## src/rtl/cpu_pkg.sv

```systemverilog
// Shared CPU definitions: opcodes, fetch FSM states
// and default bus widths for fetch, datapath and control.
package cpu_pkg;

  localparam int ADDR_W_DEF  = 8;
  localparam int INSTR_W_DEF = 16;
  localparam int OPC_W       = 3;

  localparam logic [OPC_W-1:0] OP_ADD  = 3'b000;
  localparam logic [OPC_W-1:0] OP_SUB  = 3'b001;
  localparam logic [OPC_W-1:0] OP_AND  = 3'b010;
  localparam logic [OPC_W-1:0] OP_OR   = 3'b011;
  localparam logic [OPC_W-1:0] OP_LD   = 3'b100;
  localparam logic [OPC_W-1:0] OP_ST   = 3'b101;
  localparam logic [OPC_W-1:0] OP_BR   = 3'b110;
  localparam logic [OPC_W-1:0] OP_HALT = 3'b111;

  typedef enum logic [2:0] {
    S_LOAD,
    S_ISSUE,
    S_CAPTURE,
    S_HOLD,
    S_HALT
  } fetch_state_t;

  function automatic logic is_halt_op(
    input logic [OPC_W-1:0] opc
  );
    return opc == OP_HALT;
  endfunction

endpackage

```

## src/rtl/fetch_unit.sv

```systemverilog
// Instruction fetch stage: owns PC and IR, issues RAM
// reads, waits for execute, applies branches, stops on HALT.
module fetch_unit
  import cpu_pkg::*;
#(
  parameter int ADDR_W  = ADDR_W_DEF,
  parameter int INSTR_W = INSTR_W_DEF
) (
  input  logic               clk,
  input  logic               rst_n,
  input  logic [ADDR_W-1:0]  start_pc,
  output logic [ADDR_W-1:0]  mem_addr,
  output logic               mem_rd,
  input  logic [INSTR_W-1:0] mem_rdata,
  output logic [INSTR_W-1:0] ir,
  output logic               ir_valid,
  input  logic               ir_ready,
  input  logic               branch_en,
  input  logic [ADDR_W-1:0]  branch_target,
  output logic [ADDR_W-1:0]  pc,
  output logic               halt
);

  fetch_state_t state_q;
  fetch_state_t state_d;

  logic [ADDR_W-1:0]  pc_q;
  logic [INSTR_W-1:0] ir_q;
  logic               rdata_halt;
  logic               take;

  assign rdata_halt =
    is_halt_op(mem_rdata[INSTR_W-1 -: OPC_W]);

  assign take = (state_q == S_HOLD) && ir_ready;

  // State register
  always_ff @(posedge clk or negedge rst_n) begin
    if (!rst_n) state_q <= S_LOAD;
    else        state_q <= state_d;
  end

  // Next-state logic
  always_comb begin
    state_d = state_q;
    unique case (state_q)
      S_LOAD:    state_d = S_ISSUE;
      S_ISSUE:   state_d = S_CAPTURE;
      S_CAPTURE: state_d = rdata_halt ? S_HALT : S_HOLD;
      S_HOLD:    if (ir_ready) state_d = S_ISSUE;
      S_HALT:    state_d = S_HALT;
      default:   state_d = S_LOAD;
    endcase
  end

  // PC and IR updates
  always_ff @(posedge clk or negedge rst_n) begin
    if (!rst_n) begin
      pc_q <= '0;
      ir_q <= '0;
    end else begin
      unique case (1'b1)
        state_q == S_LOAD: pc_q <= start_pc;
        state_q == S_CAPTURE: begin
          ir_q <= mem_rdata;
          pc_q <= pc_q + ADDR_W'(1);
        end
        take && branch_en: pc_q <= branch_target;
        default: ;
      endcase
    end
  end

  assign mem_addr = pc_q;
  assign pc       = pc_q;
  assign ir       = ir_q;
  assign mem_rd   = state_q == S_ISSUE;
  assign ir_valid = state_q == S_HOLD;
  assign halt     = state_q == S_HALT;

endmodule

```

## config.mk

```make
export PLATFORM = sky130hd
export DESIGN_NAME = fetch_unit
export DESIGN_NICKNAME = d
export VERILOG_FILES = /design/src/rtl/cpu_pkg.sv /design/src/rtl/fetch_unit.sv
export SDC_FILE = /design/constraint.sdc
export NUM_CORES = 1
export LEC_CHECK = 0
export BUFFER_PORTS_ARGS = -buffer_cell sky130_fd_sc_hd__clkbuf_2
export CAP_MARGIN = 20
export CORE_ASPECT_RATIO = 0.7
export CORE_MARGIN = 2
export CORE_UTILIZATION = 45
export DETAILED_ROUTE_END_ITERATION = 16
export PLACE_DENSITY = 0.78
export SETUP_SLACK_MARGIN = 0.15
export SLEW_MARGIN = 30
export SYNTH_ARGS = -nofsm -noshare
export SYNTH_HDL_FRONTEND = slang
export SYNTH_SLANG_ARGS = --single-unit
```

## constraint.sdc

```tcl
create_clock -name clk -period 1.5 [get_ports clk]
set_input_delay 0.15 -clock clk [delete_from_list [all_inputs] [get_ports clk]]
set_output_delay 0.15 -clock clk [all_outputs]
set_load 0.005 [all_outputs]
```

* Word level (Yosys, flattened, before mapping)
Cells that the tools add are included.
** Word-level totals
- Register bits after elaboration :: 27
- Word-level logic and storage cells :: 18
- Input bits :: 36
- Output and inout port bits :: 35
** Operators by class
- Multiplexer cells :: 4
- Eq/ne operators :: 6
- $add $sub $neg :: 1
- Reductions and logical operators :: 4
** Operators by type and width (number)
- $pmux 8 s3 :: 1
- $pmux 3 s5 :: 1
- $add 8x1->8 const B :: 1
- $eq 3x2->1 const B :: 2
- $eq 3x3->1 const B :: 2
- $mux 3 :: 2
- $eq 3x1->1 const B :: 1
- $logic_not 3->1 :: 1
- $reduce_bool 3->1 :: 1
- $logic_and 1x1->1 :: 2
- $ne 2x1->1 const B :: 1

* Depth between registers and ports, before layout
Gate-level depths: netlist of run 1.
- Word-level depth :: 4
- Gate-level depth with buffers :: 6
- Gate-level depth less buffers :: 5

* Least setup slack after synthesis of run 1
No wires, ideal clock.
- Path kind :: register -> register
- From :: reg pc_q[0] (netlist: mem_addr[0])
- To :: reg pc_q[1] (netlist: mem_addr[1])
- Setup time :: 126 ps
- Arrival time :: 1274 ps
- Setup slack :: 100 ps
- Clock period less this slack :: 1400 ps
- Buffers on the path :: 0
- Data required time :: 1374 ps
- Stages on the path, launching flop included :: 6
- Cells stage by stage :: dfrtp_1 ha_1 nor2b_1 nor3_1 nor2_1 o32a_1
** Between the ends
- Longest elaborated chain between the ends :: 2
** Ends and longest elaborated chain
- start, declared :: line fetch_unit.sv:27 : logic [ADDR_W-1:0] pc_q;
- start signal, assigned :: line fetch_unit.sv:63 : state_q == S_LOAD: pc_q <= start_pc;
- start signal, assigned :: line fetch_unit.sv:66 : pc_q <= pc_q + ADDR_W'(1);
- start signal, assigned :: line fetch_unit.sv:68 : take && branch_en: pc_q <= branch_target;
- $add 8x1->8 :: line fetch_unit.sv:66
- $pmux 8 s3 :: line fetch_unit.sv:62 : unique case (1'b1)
No other way between the ends.
A chain may end at the register's enable or synchronous reset.

* Final worst setup path of run 1
- From :: reg state_q[0]
- To :: reg pc_q[2] (netlist: mem_addr[2])
** Between the ends
- Longest elaborated chain between the ends :: 4
- Elaborated cells between the ends (all ways) :: 7
- Those cells by class :: 2 x eq/ne; 1 x mux; 4 x reduce/logical
** Ends and longest elaborated chain
- start, declared :: line fetch_unit.sv:24 : fetch_state_t state_q;
- start signal, assigned :: line fetch_unit.sv:40 : else state_q <= state_d;
- $eq 3x2->1 :: line fetch_unit.sv:35 : assign take = (state_q == S_HOLD) && ir_ready;
- $logic_and 1x1->1 :: line fetch_unit.sv:35
- $logic_and 1x1->1 :: line fetch_unit.sv:68
- $pmux 8 s3 or $reduce_bool 3->1 (tied branches)
Parallel ways exist; a longest one is shown, timed or not.

==> results of run 1 <==
tightest hold or removal path: cells and delay by family:
family / cells / cell delay (ns)
AND/OR/NAND/NOR: 2 / 0.09
buffers and inverters: 1 / 0.08
routing by layer:
layer	vias up	GRT usage
met5	-	0
li1	744	-
met4	0	0.02830
met2	66	0.3700
met1	705	0.3020
met3	4	0.05039
what timing repair did:
| action | in CTS | in global routing |
|---|---|---|
| setup endpoints to repair | 10 | 25 |
| endpoints found under the hold margin | 27 | 0 |
| pin swaps | 7 | 7 |
| gates cloned | 0 | 1 |
| gates resized for setup | 17 | 8 |
| hold buffers | 1 | 0 |
| buffers inserted | 8 | 3 |
sequential cells by signal (all words and copies together) (netlist names):
name	cells
ir	16
mem_addr	8
state_q	3
cells in the final DEF (no fill, tap or decap), drive strengths merged, types with 2 or more instances in the layout:
master / Yosys / routed
inv: 3 / 3
nor3b: 4 / 4
a22oi: 2 / 2
o21ai: 7 / 7
a21oi: 6 / 6
buf: 16 / 25
nor3: 5 / 5
clkbuf: 0 / 73
o21bai: 2 / 2
a221o: 2 / 2
nand2: 53 / 53
o22ai: 2 / 2
a31oi: 2 / 2
dfrtp: 27 / 27
nand3: 3 / 3
and3: 2 / 2
nor2: 14 / 14
nor2b: 2 / 2
stage by stage:
step / setup slack, ns / util
5_1_grt: 0.005989 / 0.6611
6_report: 0.04059 / 0.6611
2_1_floorplan: 0.1120 / -
3_5_place_dp: 0.02326 / 0.5882
3_3_place_gp: 0.09788 / 0.5882
4_1_cts: 0.06061 / 0.6455
cell type report:
type | instances | area [um^2] | share of cell area
clock buffer | 4 | 45.04 | 0.02179
inverter | 3 | 11.26 | 0.005448
multi-input combinational | 124 | 711.9 | 0.3444
sequential | 27 | 680.7 | 0.3293
tap | 38 | 47.55 | 0.02300
timing repair buffer | 95 | 570.5 | 0.2760
logic make-up after synthesis:
kind of cell    count (synthesis)  synth area share
flops                          27            0.4596
buf+inv                        19           0.08851
simple gates                   89            0.2766
fa+ha+maj                       1          0.008509
compound gates                 34            0.1668
worst paths after layout:
path | startpoint | end | slack (ns) | cells after the start
max | state_q[0]$_DFFE_PN0P_ | mem_addr[2]$_DFFE_PN0P_ | 0.04 | 4
min | mem_rdata[12] | ir[12]$_DFFE_PN0P_ | 0.07 | 3
max reg2reg | state_q[0]$_DFFE_PN0P_ | mem_addr[2]$_DFFE_PN0P_ | 0.04 | 4
min reg2reg | ir[8]$_DFFE_PN0P_ | ir[8]$_DFFE_PN0P_ | 0.48 | 2
max in group asynchronous | rst_n | state_q[0]$_DFFE_PN0P_ | 0.59 | 2
min in group asynchronous | rst_n | ir[2]$_DFFE_PN0P_ | 0.44 | 2
power breakdown:
part	total (mW)	internal (mW)	leakage, nW	switching, mW
Clock	0.396	0.190	0.0228	0.206
Combinational	2.38	1.23	0.757	1.15
Sequential	1.42	1.09	0.325	0.333
Total	4.20	2.51	1.10	1.69
==> flow_metrics.env, run 1 <==
export IMPL_finClkSkew_ns=0.007799
export IMPL_crit_buf_inv=0
export IMPL_syn_area_per_cell_um2=8.648
export IMPL_fin_crit_sh=0.9729
export IMPL_relSlewSlack=0.5561
export IMPL_drv_slew=0
export IMPL_max_cap_violations=0
export IMPL_h_tree_depth=1
export IMPL_crit_path_start_kind="flop"
export IMPL_synthCells=170
export IMPL_drtIter0Drc=123
export IMPL_grt_ovfl_total=0
export IMPL_clock_path_buffers=2
export IMPL_path_clk_slew_ns=0.09
export IMPL_wl_per_cell_um=13.84
export IMPL_layout_drive_gt1_share=0.4466
export IMPL_crit_slowest_cell="dfrtp_2"
export IMPL_fp_dieW_um=72.32
export IMPL_worstMarginPinSlew_ns=0.6659
export IMPL_critPathKind="reg2reg"
export IMPL_finalHoldViolCount=0
export IMPL_route_top_layer_used="met4"
export IMPL_power_density_nw_per_um2=2031
export IMPL_instances_no_fill=291
export IMPL_num_io_pins=71
export IMPL_critPathMaxFanout=5
export IMPL_yosysTopAreaCell="dfrtp_1"
export IMPL_dp_cells=274
export IMPL_grt_max_degree=28
export IMPL_synthTopCellsByArea="dfrtp_1 (46%), nand2_1 (14%), buf_4 (4.1%), nor2_1 (3.6%), buf_6 (2.3%)"
export IMPL_synth_top_cells_by_count="nand2_1 (53), dfrtp_1 (27), nor2_1 (14)"
export IMPL_syn_area_um2=1470
export IMPL_setup_violations=0
export IMPL_clock_root_buffer="clkbuf_8"
export IMPL_post_route_cell_area_um2=2067
export IMPL_die_y_um=51.82
export IMPL_path_cells="a21boi_4 > o31a_1 > a211o_1 > a22o_1"
export IMPL_grt_usage=0.2209
export IMPL_yosysMostFrequentCell="nand2_1"
export IMPL_nets=291
export IMPL_vias_per_cell=5.220
export IMPL_n_antenna_cell=0
export IMPL_post_dp_hpwl_um=2880
export IMPL_io_buffers=70
export IMPL_ant_nets=0
export IMPL_synth_seq_cells=27
export IMPL_wl_met3_um=274
export IMPL_antenna_found_initial=0
export IMPL_via_count=1519
export IMPL_yosysSeqAreaShare=0.4596
export IMPL_holdWs_ns=0.07216
export IMPL_synthesis_nets=207
export IMPL_leakage_nw=1.104
export IMPL_worstHoldPathType="in2reg"
export IMPL_cts_tree="built"
export IMPL_grt_pass1_wl_um=6341
export IMPL_arrival_ns=1.62
export IMPL_rows=17
export IMPL_ys_warn_count=0
export IMPL_finalPower_mw=4.199
export IMPL_start_util=0.4702
export IMPL_timing_fmax_mhz=685.2
export IMPL_dieArea_um2=3747
export IMPL_cts_num_sinks=27
export IMPL_yosysTopAreaCellShare=0.4596
export IMPL_syn2layout_area_growth_pct=40.60
export IMPL_cp_top_family="compound AO/OA/AOI/OAI gates"
export IMPL_wl_met2_um=1933
export IMPL_finalSetupTns_ns=0
export IMPL_ys_flop_type="dfrtp_1"
export IMPL_drt_pass1_iterations=4
export IMPL_status="finished, final reports clean"
export IMPL_drt_met1_wl_um=1781
export IMPL_required_ns=1.66
export IMPL_fillers=272
export IMPL_clk_latency_ns=0.27
export IMPL_rsz0062_at_grt="true"
export IMPL_drc_errors=0
export IMPL_grt_pass1_vias=1361
export IMPL_crit_path_end_kind="flop"
export IMPL_dpl_cell_area_um2=1839
export IMPL_wl_um=4028
export IMPL_min_period_ns=1.459
export IMPL_synth_distinct_cells=41
export IMPL_synth_edf_count=0
export IMPL_postSynth_asyncResetShare=1.000
export IMPL_cts_buffers=3
export IMPL_gp_congestion=0.8594
export IMPL_ir_worst_vdd_mv=0.9755
export IMPL_core_um2=3127
export IMPL_slowest_delay_ns=0.45
Power figures use the tool's default switching activity.
==> run 2: changes to the inputs <==
CTS_BUF_LIST = sky130_fd_sc_hd__clkbuf_4 sky130_fd_sc_hd__clkbuf_8 sky130_fd_sc_hd__clkbuf_16   (was not set)
==> run 2 against run 1 <==
  * Total power up 3.0%
  * Non-clock buffer count up 1
  * Clock-buffer cell count is the same
  * Sequential power barely moved
  * Highest routed layer unchanged
==> flow_metrics.env, run 2 (synthesis results as in run 1) <==
export IMPL_via_count=1524
export IMPL_drv_slew=0
export IMPL_finClkSkew_ns=0.004209
export IMPL_post_route_cell_area_um2=2121
export IMPL_clock_root_buffer="clkbuf_8"
export IMPL_fillers=267
export IMPL_cts_num_sinks=27
export IMPL_worstMarginPinSlew_ns=0.6591
export IMPL_status="finished, final reports clean"
export IMPL_num_io_pins=71
export IMPL_antenna_found_initial=0
export IMPL_leakage_nw=1.124
export IMPL_core_um2=3127
export IMPL_dpl_cell_area_um2=1839
export IMPL_syn2layout_area_growth_pct=44.26
export IMPL_critPathMaxFanout=6
export IMPL_rsz0062_at_grt="true"
export IMPL_grt_usage=0.2238
export IMPL_ant_nets=0
export IMPL_wl_um=4135
export IMPL_h_tree_depth=1
export IMPL_cts_buffers=3
export IMPL_nets=292
export IMPL_fp_dieW_um=72.32
export IMPL_rr_endpoint="mem_addr[2]$_DFFE_PN0P_"
export IMPL_drc_errors=0
export IMPL_layout_drive_gt1_share=0.4882
export IMPL_setup_violations=0
export IMPL_crit_path_end_kind="flop"
export IMPL_finalPower_mw=4.326
export IMPL_max_cap_violations=0
export IMPL_fin_crit_sh=0.9687
export IMPL_r2r_setup_slack_ns=0.05
export IMPL_clock_path_buffers=2
export IMPL_vias_per_cell=5.219
export IMPL_required_ns=1.66
export IMPL_final_cell_mix="clkbuf_2 (69), nand2_1 (44), dfrtp_1 (23)"
export IMPL_worstHoldPathType="in2reg"
export IMPL_grt_max_degree=28
export IMPL_start_util=0.4702
export IMPL_critPathKind="reg2reg"
export IMPL_wl_per_cell_um=14.16
export IMPL_path_clk_slew_ns=0.09
export IMPL_pre_cts_ws_ns=0.02326
export IMPL_arrival_ns=1.61
export IMPL_layout_commonest_cell="clkbuf_2"
export IMPL_finalSetupTns_ns=0
export IMPL_r2r_cells=4
export IMPL_n_antenna_cell=0
export IMPL_largest_reg_flops=16
export IMPL_drtIter0Drc=140
export IMPL_gp_congestion=0.8594
export IMPL_grt_ovfl_total=0
export IMPL_setup_ws_ns=0.04690
export IMPL_clk_latency_ns=0.26
export IMPL_r2r_start="state_q[1]$_DFFE_PN0P_"
export IMPL_grt_pass1_vias=1369
export IMPL_hold_depth=3
export IMPL_io_buffers=70
export IMPL_hold_end="ir[1]$_DFFE_PN0P_"
export IMPL_min_period_ns=1.453
export IMPL_dieArea_um2=3747
export IMPL_die_y_um=51.82
export IMPL_drt_pass1_iterations=4
export IMPL_crit_path_start_kind="flop"
export IMPL_ir_worst_vdd_mv=0.9884
export IMPL_relSlewSlack=0.5606
export IMPL_rows=17
export IMPL_post_dp_hpwl_um=2880
export IMPL_holdCritStartpoint="mem_rdata[1]"
export IMPL_power_density_nw_per_um2=2040
export IMPL_finalHoldViolCount=0
export IMPL_cts_tree="built"
export IMPL_grt_pass1_wl_um=6410
export IMPL_timing_fmax_mhz=688.2
[run 2: cell types whose count changed in the layout (fill, tap and decap cells not counted), sizes merged]
cell,delta
buf,+1
[run 2: timing repair]
item | 4_1_cts | 5_1_grt
resized for setup | 17 | 22
setup endpoints to repair | 10 | 26
cloned | 0 | 1
endpoints found under the hold margin | 27 | 0
pin swaps | 7 | 13
setup buffers | 8 | 4
hold buffers | 1 | 0
[run 2: critical path: stages, from the launching register on]
cell     delay, ns
dfrtp_2       0.48
or3b_4        0.31
nor3b_2       0.06
a211o_1       0.27
a22o_1        0.23
[run 2: worst max path at each step]
stage,start,endpoint,cells past startpoint
final,state_q[1]$_DFFE_PN0P_,mem_addr[2]$_DFFE_PN0P_,4
after floorplan,mem_addr[1]$_DFFE_PN0P_,mem_addr[1]$_DFFE_PN0P_,5
after detailed placement,mem_addr[1]$_DFFE_PN0P_,mem_addr[1]$_DFFE_PN0P_,5
after global routing,state_q[1]$_DFFE_PN0P_,mem_addr[2]$_DFFE_PN0P_,4
after global placement,mem_addr[1]$_DFFE_PN0P_,mem_addr[1]$_DFFE_PN0P_,5
after CTS,mem_addr[1]$_DFFE_PN0P_,mem_addr[1]$_DFFE_PN0P_,5
[run 2: metal layers]
metal | track usage | part of all wire | vias up
li1 | - | - | 746
met1 | 0.3045 | 0.45 | 731
met2 | 0.3777 | 0.49 | 45
met3 | 0.05039 | 0.051 | 2
met4 | 0.02830 | 0.0041 | 0
met5 | 0 | 0 | -
[run 2: metrics by stage]
step           hold slack, ns  utilization  cells
2_1_floorplan         -0.1456            -    170
3_3_place_gp           0.2103       0.5882    274
3_5_place_dp           0.2067       0.5882    274
4_1_cts               0.06661       0.6467    287
5_1_grt               0.07861       0.6783    292
6_report              0.07638       0.6783    292
[run 2: final cells by class]
| type | instances | area, um^2 | share of cell area |
|---|---|---|---|
| Inverter | 3 | 11.26 | 0.005310 |
| Multi-Input combinational cell | 124 | 734.5 | 0.3463 |
| Tap cell | 38 | 47.55 | 0.02242 |
| Sequential cell | 27 | 680.7 | 0.3209 |
| Timing Repair Buffer | 96 | 598.1 | 0.2820 |
| Clock buffer | 4 | 48.80 | 0.02301 |
[run 2: report_power, final]
group	internal, mW	switching, mW
registers	1.09	0.338
clock network	0.208	0.207
logic	1.30	1.18
==> run 3: changes to the inputs <==
HOLD_SLACK_MARGIN = 0.12   (was not set)
RECOVER_POWER = 100   (was not set)
==> run 3 against run 2 <==
  * Cell count grew 5.8%
  * Fmax shrank 2.9%
  * Core utilization increased by 3.4 points
  * Critical path type unchanged
  * Critical endpoint is now mem_addr[1]$_DFFE_PN0P_
==> flow_metrics.env, run 3 (synthesis results as in run 1) <==
export IMPL_final_cell_mix="clkbuf_2 (55), nand2_1 (52), dfrtp_1 (23)"
export IMPL_grt_max_degree=28
export IMPL_dieArea_um2=3747
export IMPL_fp_dieW_um=72.32
export IMPL_slowest_delay_ns=0.46
export IMPL_n_antenna_cell=0
export IMPL_worstHoldPathType="in2reg"
export IMPL_power_density_nw_per_um2=1918
export IMPL_relSlewSlack=0.5599
export IMPL_r2r_start="mem_addr[1]$_DFFE_PN0P_"
export IMPL_core_um2=3127
export IMPL_required_ns=1.66
export IMPL_grt_pass1_wl_um=6955
export IMPL_final_util=0.7127
export IMPL_cts_num_sinks=27
export IMPL_hold_end="mem_addr[7]$_DFFE_PN0P_"
export IMPL_min_period_ns=1.497
export IMPL_status="finished, final reports clean"
export IMPL_wl_per_cell_um=14.97
export IMPL_arrival_ns=1.65
export IMPL_rows=17
export IMPL_met3_usage=0.05039
export IMPL_leakage_nw=1.133
export IMPL_layout_commonest_cell="clkbuf_2"
export IMPL_crit_slowest_cell="dfrtp_2"
export IMPL_cts_buffers=3
export IMPL_ant_nets=0
export IMPL_hold_depth=3
export IMPL_path_clk_slew_ns=0.09
export IMPL_clock_root_buffer="clkbuf_8"
export IMPL_setup_ws_ns=0.003175
export IMPL_grt_ovfl_total=0
export IMPL_h_tree_depth=1
export IMPL_worstMarginPinSlew_ns=0.6602
export IMPL_io_buffers=70
export IMPL_ir_worst_vdd_mv=0.9463
export IMPL_finClkSkew_ns=0.007351
export IMPL_gp_congestion=0.8594
export IMPL_crit_path_end_kind="flop"
export IMPL_max_cap_violations=0
export IMPL_critPathKind="reg2reg"
export IMPL_drt_pass1_iterations=4
export IMPL_wl_um=4627
export IMPL_num_io_pins=71
export IMPL_rr_endpoint="mem_addr[1]$_DFFE_PN0P_"
export IMPL_antenna_found_initial=0
export IMPL_holdWs_ns=0.2164
export IMPL_clk_latency_ns=0.27
export IMPL_crit_path_start_kind="flop"
export IMPL_drv_slew=0
export IMPL_pre_cts_ws_ns=0.02326
export IMPL_die_y_um=51.82
export IMPL_largest_reg_flops=16
export IMPL_grt_pass1_vias=1483
export IMPL_r2r_cells=5
export IMPL_holdCritStartpoint="branch_target[7]"
export IMPL_grt_use_met1=0.3032
export IMPL_start_util=0.4702
export IMPL_nets=309
export IMPL_finalSetupTns_ns=0
export IMPL_drtIter0Drc=133
export IMPL_layout_drive_gt1_share=0.3653
export IMPL_grt_busiest_layer="met2"
export IMPL_rsz0062_at_grt="true"
export IMPL_fin_crit_sh=0.9979
export IMPL_use_met2=0.4541
export IMPL_path_cells="ha_4 > nor2b_1 > nor3_1 > nor2_1 > o32a_1"
export IMPL_drc_errors=0
export IMPL_grt_usage=0.2463
export IMPL_r2r_setup_slack_ns=0.003
export IMPL_setup_violations=0
export IMPL_post_dp_hpwl_um=2880
export IMPL_timing_fmax_mhz=668.1
export IMPL_critPathMaxFanout=4
export IMPL_finalHoldViolCount=0
export IMPL_cts_tree="built"
export IMPL_vias_per_cell=5.188
export IMPL_via_count=1603
export IMPL_clock_path_buffers=2
export IMPL_syn2layout_area_growth_pct=51.57
run 3: report_power, final:
part | total [mW] | leakage (nW) | internal (mW) | switching (mW)
Clock | 0.422 | 0.0262 | 0.208 | 0.214
Sequential | 1.44 | 0.325 | 1.09 | 0.350
Combinational | 2.41 | 0.782 | 1.21 | 1.21
run 3: how the worst max path moves through the flow:
stage,startpoint,endpoint,slack [ns],cells after the start
3_5_place_dp,mem_addr[1]$_DFFE_PN0P_,mem_addr[1]$_DFFE_PN0P_,0.02,5
4_1_cts,mem_addr[1]$_DFFE_PN0P_,mem_addr[1]$_DFFE_PN0P_,0.06,5
2_1_floorplan,mem_addr[1]$_DFFE_PN0P_,mem_addr[1]$_DFFE_PN0P_,0.11,5
3_3_place_gp,mem_addr[1]$_DFFE_PN0P_,mem_addr[1]$_DFFE_PN0P_,0.1,5
5_1_grt,mem_addr[1]$_DFFE_PN0P_,mem_addr[1]$_DFFE_PN0P_,-0.04,5
6_report,mem_addr[1]$_DFFE_PN0P_,mem_addr[1]$_DFFE_PN0P_,0.003,5
run 3: through the flow:
stage	cells	area (um^2)	power (mW)
floorplan	170	1476	2.707
global placement	274	1839	3.404
detailed placement	274	1839	3.471
CTS	305	2202	4.127
global route	309	2228	4.614
finish	309	2228	4.274
run 3: layout make-up:
class,instances,area (um^2)
Tap cell,38,47.55
Fill cell,253,898.4
Clock buffer,4,48.80
Timing Repair Buffer,113,725.7
Inverter,3,11.26
Sequential cell,27,680.7
Multi-Input combinational cell,124,714.4
run 3: layer usage:
metal	vias up	part of all wire
li1	779	-
met1	743	0.41
met2	75	0.52
met3	6	0.063
met4	0	0.010
met5	-	0
run 3: timing repair:
item	CTS	global route
endpoints found under the setup margin	10	27
gates cloned	0	1
hold endpoints to repair	45	0
buffers inserted	8	3
pin swaps	7	8
resized for setup	17	9
hold buffers	19	0
run 3: critical path, delay by kind of cell (launching register included):
kind	cells	cell delay [ns]
AND/OR/NAND/NOR	3	0.40
adder cells (fa/ha/maj)	1	0.25
flip-flops	1	0.46
AO/OA/AOI/OAI	1	0.29
